--- config.mk ---
export PLATFORM = sky130hd
export DESIGN_NAME = prf_free_list
export DESIGN_NICKNAME = d
export VERILOG_FILES = /design/src/rtl/prf_free_list.sv
export SDC_FILE = /design/constraint.sdc
export NUM_CORES = 1
export LEC_CHECK = 0
export BUFFER_PORTS_ARGS = -buffer_cell sky130_fd_sc_hd__buf_4
export CAP_MARGIN = 20
export CORE_MARGIN = 3
export CORE_UTILIZATION = 30
export CTS_CLUSTER_DIAMETER = 120
export DETAILED_ROUTE_END_ITERATION = 8
export PLACE_DENSITY = 0.54
export SKIP_CTS_REPAIR_TIMING = 1
export SLEW_MARGIN = 10
export SYNTH_ARGS = -nofsm -noshare
export SYNTH_HDL_FRONTEND = slang
export SYNTH_SLANG_ARGS = --single-unit
--- constraint.sdc ---
create_clock -name clk -period 6.2 [get_ports clk]
set_input_delay 0 -clock clk [delete_from_list [all_inputs] [get_ports clk]]
set_output_delay 0 -clock clk [all_outputs]
set_load 0.005 [all_outputs]
--- src/rtl/prf_free_list.sv ---
// Physical-register free list: hands PRF indices to two rename slots and reclaims retired mappings.
// Latency: grant/index combinational from registered state; pointers and count update at the next clk edge.
// Backpressure: a slot that cannot be served gets no grant (slot1 never bypasses a denied slot0); flush/reset force zero grants.
module prf_free_list #(
    parameter int PRF_IDX  = 6,
    parameter int PRF_SZ   = 64,
    parameter int ARF_SZ   = 32,
    parameter int FL_DEPTH = PRF_SZ - ARF_SZ
) (
    input  logic                   clk,
    input  logic                   reset,
    input  logic                   flush,
    input  logic [1:0]             alloc_req,
    output logic [1:0]             alloc_gnt,
    output logic [2*PRF_IDX-1:0]   alloc_idx,
    input  logic [1:0]             commit,
    input  logic [2*PRF_IDX-1:0]   free_idx,
    output logic [PRF_IDX-1:0]     free_cnt,
    output logic                   empty
);
    localparam int PW = $clog2(FL_DEPTH);
    localparam logic [PW-1:0] PTR_ONE = PW'(1);

    // Circular buffer of free indices plus speculative (head), retire (rhead) and write (tail) pointers.
    // tail and rhead always advance together, so a commit overwrites the slot its allocation came from.
    logic [PRF_IDX-1:0] fl_q [FL_DEPTH];
    logic [PW-1:0]      head_q, head_d;
    logic [PW-1:0]      rhead_q, rhead_d;
    logic [PW-1:0]      tail_q, tail_d;
    logic [PRF_IDX-1:0] free_cnt_q, free_cnt_d;

    logic [1:0]         gnt;
    logic [1:0]         n_alloc;
    logic [1:0]         n_commit;
    logic [PW-1:0]      wr_addr1;

    // In-order grant: slot1 only proceeds if slot0 is idle or also granted; nothing granted during flush/reset.
    always_comb begin
        logic g0;
        gnt       = 2'b00;
        alloc_idx = '0;
        g0        = 1'b0;
        if (!reset && !flush) begin
            g0     = alloc_req[0] && (free_cnt_q != '0);
            gnt[0] = g0;
            gnt[1] = alloc_req[1] &&
                     (alloc_req[0] ? (g0 && (free_cnt_q >= PRF_IDX'(2)))
                                   : (free_cnt_q != '0));
        end
        if (gnt[0]) begin
            alloc_idx[PRF_IDX-1:0] = fl_q[head_q];
        end
        if (gnt[1]) begin
            alloc_idx[2*PRF_IDX-1:PRF_IDX] = gnt[0] ? fl_q[head_q + PTR_ONE] : fl_q[head_q];
        end
    end

    assign alloc_gnt = gnt;
    assign free_cnt  = free_cnt_q;
    assign empty     = (free_cnt_q == '0);

    // Next-state pointers and count; a flush rewinds head to the retire point after this cycle's commits.
    always_comb begin
        n_alloc    = {1'b0, gnt[0]} + {1'b0, gnt[1]};
        n_commit   = {1'b0, commit[0]} + {1'b0, commit[1]};
        wr_addr1   = tail_q + PW'(commit[0]);
        tail_d     = tail_q + PW'(n_commit);
        rhead_d    = rhead_q + PW'(n_commit);
        head_d     = head_q + PW'(n_alloc);
        free_cnt_d = free_cnt_q - PRF_IDX'(n_alloc) + PRF_IDX'(n_commit);
        if (flush) begin
            head_d     = rhead_d;
            free_cnt_d = PRF_IDX'(FL_DEPTH);
        end
    end

    // State update: reset reloads the buffer with the initially unmapped registers and drops any concurrent commit.
    always_ff @(posedge clk) begin
        if (reset) begin
            for (int k = 0; k < FL_DEPTH; k++) begin
                fl_q[k] <= PRF_IDX'(ARF_SZ + k);
            end
            head_q     <= '0;
            rhead_q    <= '0;
            tail_q     <= '0;
            free_cnt_q <= PRF_IDX'(FL_DEPTH);
        end else begin
            if (commit[0]) begin
                fl_q[tail_q] <= free_idx[PRF_IDX-1:0];
            end
            if (commit[1]) begin
                fl_q[wr_addr1] <= free_idx[2*PRF_IDX-1:PRF_IDX];
            end
            head_q     <= head_d;
            rhead_q    <= rhead_d;
            tail_q     <= tail_d;
            free_cnt_q <= free_cnt_d;
        end
    end
endmodule

==> impl_metrics.csv, run 1 <==
group,metric,value,unit
grt,gr-max-usage-layer,"met2",
timing,period_share,64.1,%
logic_synthesis,yosysWarningCount,0,
cells_and_area,num-fill-cells,4614,
routing,routed_via_density,5.75,
logic_synthesis,synth_compound_area_share,11.2,%
logic_synthesis,ys_seq_elements,213,
logic_synthesis,synth_top_family_by_area,"multiplexers",
critical_path,critPathLaunchType,"flop",
status,status,"complete, no violations",
grt,grt_max_degree,61,
logic_synthesis,syn_area,13900,µm²
run,max_cap_violations,0,
die,dieArea,49100,µm²
worst_hold_path,holdCritPathClass,"in2reg",
logic_synthesis,synth-edff-count,192,
place,hpwl,32900,µm
place,dpl.cell_count,1843,
logic_synthesis,yosys.area.top_type,"edfxtp_1",
timing,clock.fmax,0.252,GHz
critical_path,worstPathMaxFanout,60,
grt,grt_pass1_vias,10500,
grt,gr-usage-met3,3.60,%
timing,finalMaxSlewViolations,0,
place,placement.io_buffers,39,
cells_and_area,final_cell_area,15400,µm²
cells_and_area,final_cells,1896,
power,peakVddDrop,155,µV
critical_path,cp_slowest_cell,"dfxtp_4",
die,num_rows,78,
logic_synthesis,synth_fa_ha_area_share,2.42,%
cells_and_area,multi_input_area,7030,µm²
clock_tree,insertion_delay,0.54,ns
logic_synthesis,yosysUniqueCellTypes,66,
clock_tree,clock_path_buffers,3,
critical_path,cp.depth,7,
grt,grt_usage,19.1,%
routing,drc,0,
critical_path,r2r-start,"free_cnt[2]$_SDFF_PP0_",
cells_and_area,drive_above_1_share,15.8,%
die,pin_count,40,
grt,grt_pass1_wl,70800,µm
die,die_height,222,µm
critical_path,cp-end-kind,"output pin",
logic_synthesis,syn_avg_cell_area,10.6,µm²
cells_and_area,area_growth,10.5,%
logic_synthesis,synth_cells,1310,
clock_tree,tritoncts,"built",
routing,drt_iter0_drc,1417,
clock_tree,cts_sinks,213,
die,initial_core_util,30.5,%
critical_path,worstSetupPathType,"reg2out",
logic_synthesis,synth_fp_nets,1353,
critical_path,reg2reg_slack,2.57,ns
routing,totalWireLength,48200,µm
logic_synthesis,synth_flop_cell,"edfxtp_1",
grt,grt.met1_usage,26.9,%
timing,period_needed,3.97,ns
timing,final_hold_viol_count,0,
power,cellPowerDensity,272,nW/µm²
clock_tree,clk_pin_slew,0.07,ns
grt,met2_usage,29.5,%
clock_tree,numCtsBuffers,26,
critical_path,crit_arrival,3.97,ns
logic_synthesis,synth_common_cells,"edfxtp_1, nor2_1, nand2_1, mux4_2, a21oi_1",
die,fp.coreArea,45700,µm²
critical_path,required,6.20,ns
place,place_area,14500,µm²
cells_and_area,nets,1320,
routing,via_count,10900,
timing,rsz0062_at_grt,"false",
cells_and_area,seqCellArea,6190,µm²
critical_path,crit_buf_inv,2,
cells_and_area,antennaDiodeCount,0,
worst_hold_path,holdPathEnd,"fl_q[6][0]$_DFFE_PP_",
logic_synthesis,synth-seq-area-share,44.4,%
place,globalplace.congestion,0.933,
logic_synthesis,muxShareOfSynthArea,18.4,%
grt,grt_remaining_overflow,0,
critical_path,ff2ff_path_depth,15,
grt,antenna_found_initial,0,
logic_synthesis,synth_area_leaders,"edfxtp_1, mux4_2, nor2_1, mux2i_1, nand2_1",
logic_synthesis,ys_async_sr_fraction,0,%
clock_tree,htree_levels,1,
timing,relSlewSlack,20.8,%
critical_path,slowest_delay,0.89,ns
routing,wl_per_cell,25.4,µm
logic_synthesis,synthXorXnorAreaFrac,1.17,%
critical_path,r2r_end,"free_cnt[5]$_SDFF_PP1_",
worst_hold_path,min_delay_path_depth,3,
routing,first_pass_iters,6,
timing,tightest_slew,1.19,ns
timing,finalSetupViolCount,0,
worst_hold_path,min_from,"free_idx[6]",
critical_path,path_delay_family,"buffers and inverters",
logic_synthesis,synth.most_common_cell,"edfxtp_1",
die,die_w,222,µm
routing,antenna_left,0,
critical_path,cp_cell_sequence,"buf_4 > mux4_2 > mux2_2 > o221ai_2 > o21a_1 > o21ai_1 > buf_4",
timing,clock_skew,0.0121,ns
timing,finalSetupTns,0,ns
logic_synthesis,synthSimpleGateAreaFrac,17.2,%
logic_synthesis,synth_top_area_share,41.3,%
power,power_leakage,4.78,nW
clock_tree,root_buffer,"clkbuf_16",
critical_path,cp_common_cell,"buf_4",
routing by layer:
layer  share of wire (%)  vias up
met5                   0        -
met4                 4.0        0
met3                  10       97
met2                  44      622
met1                  42     5331
li1                    -     4843
area by class of cell:
class / count / area share (%)
inverters: 29 / 0.706
clock inverters: 16 / 1.13
clock buffers: 31 / 4.48
multi-input cells: 950 / 45.6
well taps: 600 / 4.87
repair buffers: 57 / 2.99
flip-flops and latches: 213 / 40.2
logic make-up after synthesis:
family / count (synthesis)
AO/OA/AOI/OAI: 250
buffers and inverters: 147
flip-flops: 213
XOR/XNOR: 16
adder cells (fa/ha/maj): 24
multiplexers: 147
AND/OR/NAND/NOR: 513
placed cells by master, fill, tap and decap left out, types with 5 or more instances in the layout:
| cell | instances |
|---|---|
| nand3b_1 | 13 |
| and3_1 | 6 |
| nor3_2 | 5 |
| mux4_2 | 84 |
| fa_1 | 5 |
| clkinv_1 | 7 |
| clkbuf_16 | 27 |
| nor2b_1 | 14 |
| xnor2_1 | 9 |
| dfxtp_1 | 19 |
| dlygate4sd3_1 | 5 |
| o31ai_1 | 14 |
| o211ai_1 | 7 |
| a32oi_1 | 6 |
| nand3_1 | 70 |
| a21oi_1 | 76 |
| edfxtp_1 | 192 |
| or3_1 | 11 |
| inv_1 | 28 |
| nand2b_1 | 8 |
| mux2i_1 | 58 |
| nor2_1 | 163 |
| nand2_1 | 139 |
| ha_1 | 18 |
| a22oi_1 | 7 |
| o21ai_0 | 57 |
| a211oi_1 | 6 |
| o21ai_1 | 11 |
| buf_4 | 51 |
| o21a_1 | 5 |
| and2_1 | 6 |
| a31oi_1 | 38 |
| nor3_1 | 57 |
sequential cells by signal, indices dropped and copies added, names as in the netlist:
| name | cells |
|---|---|
| rhead_q | 5 |
| tail_q | 5 |
| free_cnt | 6 |
| fl_q | 192 |
| head_q | 5 |
where the power goes:
part | internal, mW | switching (mW) | total, mW | leakage, nW
combinational | 0.389 | 0.536 | 0.926 | 2.59
sequential | 1.62 | 0.0676 | 1.69 | 1.77
clock | 0.953 | 0.624 | 1.58 | 0.421
worst max path at each step:
stage / start / to / slack [ns]
after floorplan: free_cnt[2]$_SDFF_PP0_ / free_cnt[5]$_SDFF_PP1_ / 3.07
after global placement: free_cnt[2]$_SDFF_PP0_ / free_cnt[5]$_SDFF_PP1_ / 2.63
after detailed placement: free_cnt[2]$_SDFF_PP0_ / free_cnt[5]$_SDFF_PP1_ / 2.55
after CTS: head_q[0]$_SDFF_PP0_ / alloc_idx[9] / 2.18
after global routing: head_q[0]$_SDFF_PP0_ / alloc_idx[9] / 2.02
final: head_q[0]$_SDFF_PP0_ / alloc_idx[9] / 2.23
worst register-to-register path: stages (launching register included):
cell      delay, ns
dfxtp_1        0.33
inv_1          0.09
ha_1           0.14
nand3_1        0.13
o211ai_1       0.70
inv_1          0.14
ha_1           0.28
fa_1           0.49
inv_1          0.06
ha_1           0.28
a21o_1         0.18
a21oi_1        0.22
o21bai_1       0.09
a21oi_1        0.17
xnor2_1        0.13
nand2_1        0.07
metrics by stage:
stage | total power [mW] | util [%] | worst slack [ns] | hold slack, ns
6_report | 4.19 | 33.7 | 2.23 | 0.00195
5_1_grt | 4.32 | 33.7 | 2.02 | 0.0197
4_1_cts | 4.19 | 33.6 | 2.18 | -0.296
3_5_place_dp | 2.62 | 31.7 | 2.55 | 0.282
3_3_place_gp | 2.61 | 31.7 | 2.63 | 0.280
2_1_floorplan | 2.35 | - | 3.07 | 0.0834
Note: power is estimated with default switching activity, not from simulation.
==> inputs of run 2 (changes only) <==
--- a/config.mk
+++ b/config.mk
@@ -11,7 +11,7 @@
 export CORE_UTILIZATION = 30
 export CTS_CLUSTER_DIAMETER = 120
 export DETAILED_ROUTE_END_ITERATION = 8
-export PLACE_DENSITY = 0.54
+export PLACE_DENSITY = 0.56
 export SKIP_CTS_REPAIR_TIMING = 1
 export SLEW_MARGIN = 10
 export SYNTH_ARGS = -nofsm -noshare
==> constraint.sdc (replaced) <==
create_clock -name clk -period 3.5 [get_ports clk]
set_input_delay 0 -clock clk [delete_from_list [all_inputs] [get_ports clk]]
set_output_delay 0 -clock clk [all_outputs]
set_load 0.005 [all_outputs]
==> run 2 against run 1 <==
Against the previous run:
- sequential share of layout area decreased by 0.49 points
- critical endpoint is now alloc_idx[7]
- count of clock-buffer cells in the layout increased by 3
- via count increased by 2.5%
- critical path type unchanged
==> impl_metrics.csv, run 2 (synthesis gave the netlist of run 1 again) <==
group,metric,value,unit
status,status,"complete, no violations",
clock_tree,cts_sinks,213,
critical_path,crit_arrival,3.25,ns
timing,relSlewSlack,21.7,%
power,power_leakage,4.91,nW
routing,via_count,11200,
timing,rsz0062_at_grt,"false",
cells_and_area,final_cell_area,15600,µm²
grt,grt_pass1_vias,10700,
place,globalplace.congestion,0.966,
worst_hold_path,holdCritPathClass,"in2reg",
die,die_w,222,µm
timing,clock.fmax,0.308,GHz
routing,drc,0,
power,total_power,7.29,mW
timing,finalSetupViolCount,0,
routing,first_pass_iters,6,
timing,tightest_slew,1.17,ns
timing,period_share,92.8,%
die,fp.coreArea,45700,µm²
power,peakVddDrop,337,µV
critical_path,worstSetupPathType,"reg2out",
place,placement.io_buffers,39,
power,cellPowerDensity,467,nW/µm²
grt,grt_max_degree,53,
clock_tree,tritoncts,"built",
critical_path,critPathLaunchType,"flop",
grt,antenna_found_initial,0,
routing,totalWireLength,48900,µm
critical_path,ff2ff_path_depth,15,
die,initial_core_util,30.5,%
clock_tree,htree_levels,1,
critical_path,required,3.50,ns
cells_and_area,drive_above_1_share,17.5,%
cells_and_area,area_growth,11.9,%
cells_and_area,final_cells,1927,
cells_and_area,final_cell_mix,"edfxtp_1, nor2_1, nand2_1",
clock_tree,root_buffer,"clkbuf_16",
timing,clock_skew,0.0112,ns
clock_tree,insertion_delay,0.54,ns
cells_and_area,antennaDiodeCount,0,
cells_and_area,largest-register,"fl_q",
critical_path,cp-end-kind,"output pin",
worst_hold_path,min_delay_path_depth,3,
die,pin_count,40,
timing,final_hold_viol_count,0,
routing,antenna_left,0,
clock_tree,clock_path_buffers,3,
grt,grt_pass1_wl,71800,µm
critical_path,worstPathMaxFanout,27,
clock_tree,clk_pin_slew,0.05,ns
timing,period_needed,3.25,ns
cells_and_area,layout_commonest_cell,"edfxtp_1",
run,max_cap_violations,0,
timing,finalMaxSlewViolations,0,
timing,hold-worst-slack,0.0115,ns
grt,grt_usage,19.3,%
place,dpl.cell_count,1875,
routing,wl_per_cell,25.4,µm
grt,grt_remaining_overflow,0,
routing,drt_iter0_drc,1519,
routing,routed_via_density,5.79,
die,num_rows,78,
cells_and_area,nets,1351,
clock_tree,numCtsBuffers,26,
die,die_height,222,µm
place,hpwl,34100,µm
timing,finalSetupTns,0,ns
cells_and_area,largest_reg_flops,192,
die,dieArea,49100,µm²
place,place_area,14700,µm²
-- run 2: cell count changes in the layout (fill, tap and decap cells not counted) --
cell,delta
clkinv_2,-1
buf_6,+1
buf_12,+1
clkinv_1,+1
clkinvlp_4,-1
bufinv_16,-2
buf_4,+29
clkbuf_1,+3
-- run 2: worst paths after layout --
kind         slack (ns)                endpoint                    from
max                0.25            alloc_idx[7]    head_q[1]$_SDFF_PP0_
min                0.01    fl_q[4][1]$_DFFE_PP_             free_idx[7]
max reg2reg        0.40  free_cnt[5]$_SDFF_PP1_  free_cnt[2]$_SDFF_PP0_
min reg2reg        0.53   rhead_q[4]$_SDFF_PP0_   rhead_q[4]$_SDFF_PP0_
-- run 2: report_power, final --
part / switching, mW / internal (mW)
Clock: 1.09 / 1.54
Sequential: 0.104 / 2.87
Combinational: 0.985 / 0.703
Total: 2.18 / 5.11
-- run 2: layout make-up --
type,count,area (µm²)
Multi-Input combinational cell,950,7030
Clock inverter,13,105
Fill cell,4573,30100
Timing Repair Buffer,88,709
Tap cell,600,751
Clock buffer,34,702
Sequential cell,213,6190
Inverter,29,109
-- run 2: critical path, cell delays in order (launching register included) --
cell      delay (ns)
dfxtp_2         0.53
buf_4           0.27
buf_4           0.44
mux4_1          0.46
mux2_2          0.35
o221ai_2        0.16
o21a_1          0.17
o21ai_1         0.14
buf_4           0.18
-- run 2: metal layers --
layer	track usage [%]	vias to the layer above	routed length (µm)
met3	3.75	138	4940
li1	-	4926	-
met2	30.2	652	21900
met4	9.25	0	2690
met1	25.9	5447	19300
met5	0	-	0
-- run 2: through the flow --
stage | worst slack (ns) | util (%)
floorplan | 0.370 | -
global placement | 0.454 | 32.2
detailed placement | 0.421 | 32.3
CTS | 0.157 | 34.0
global route | 0.0712 | 34.2
finish | 0.251 | 34.2
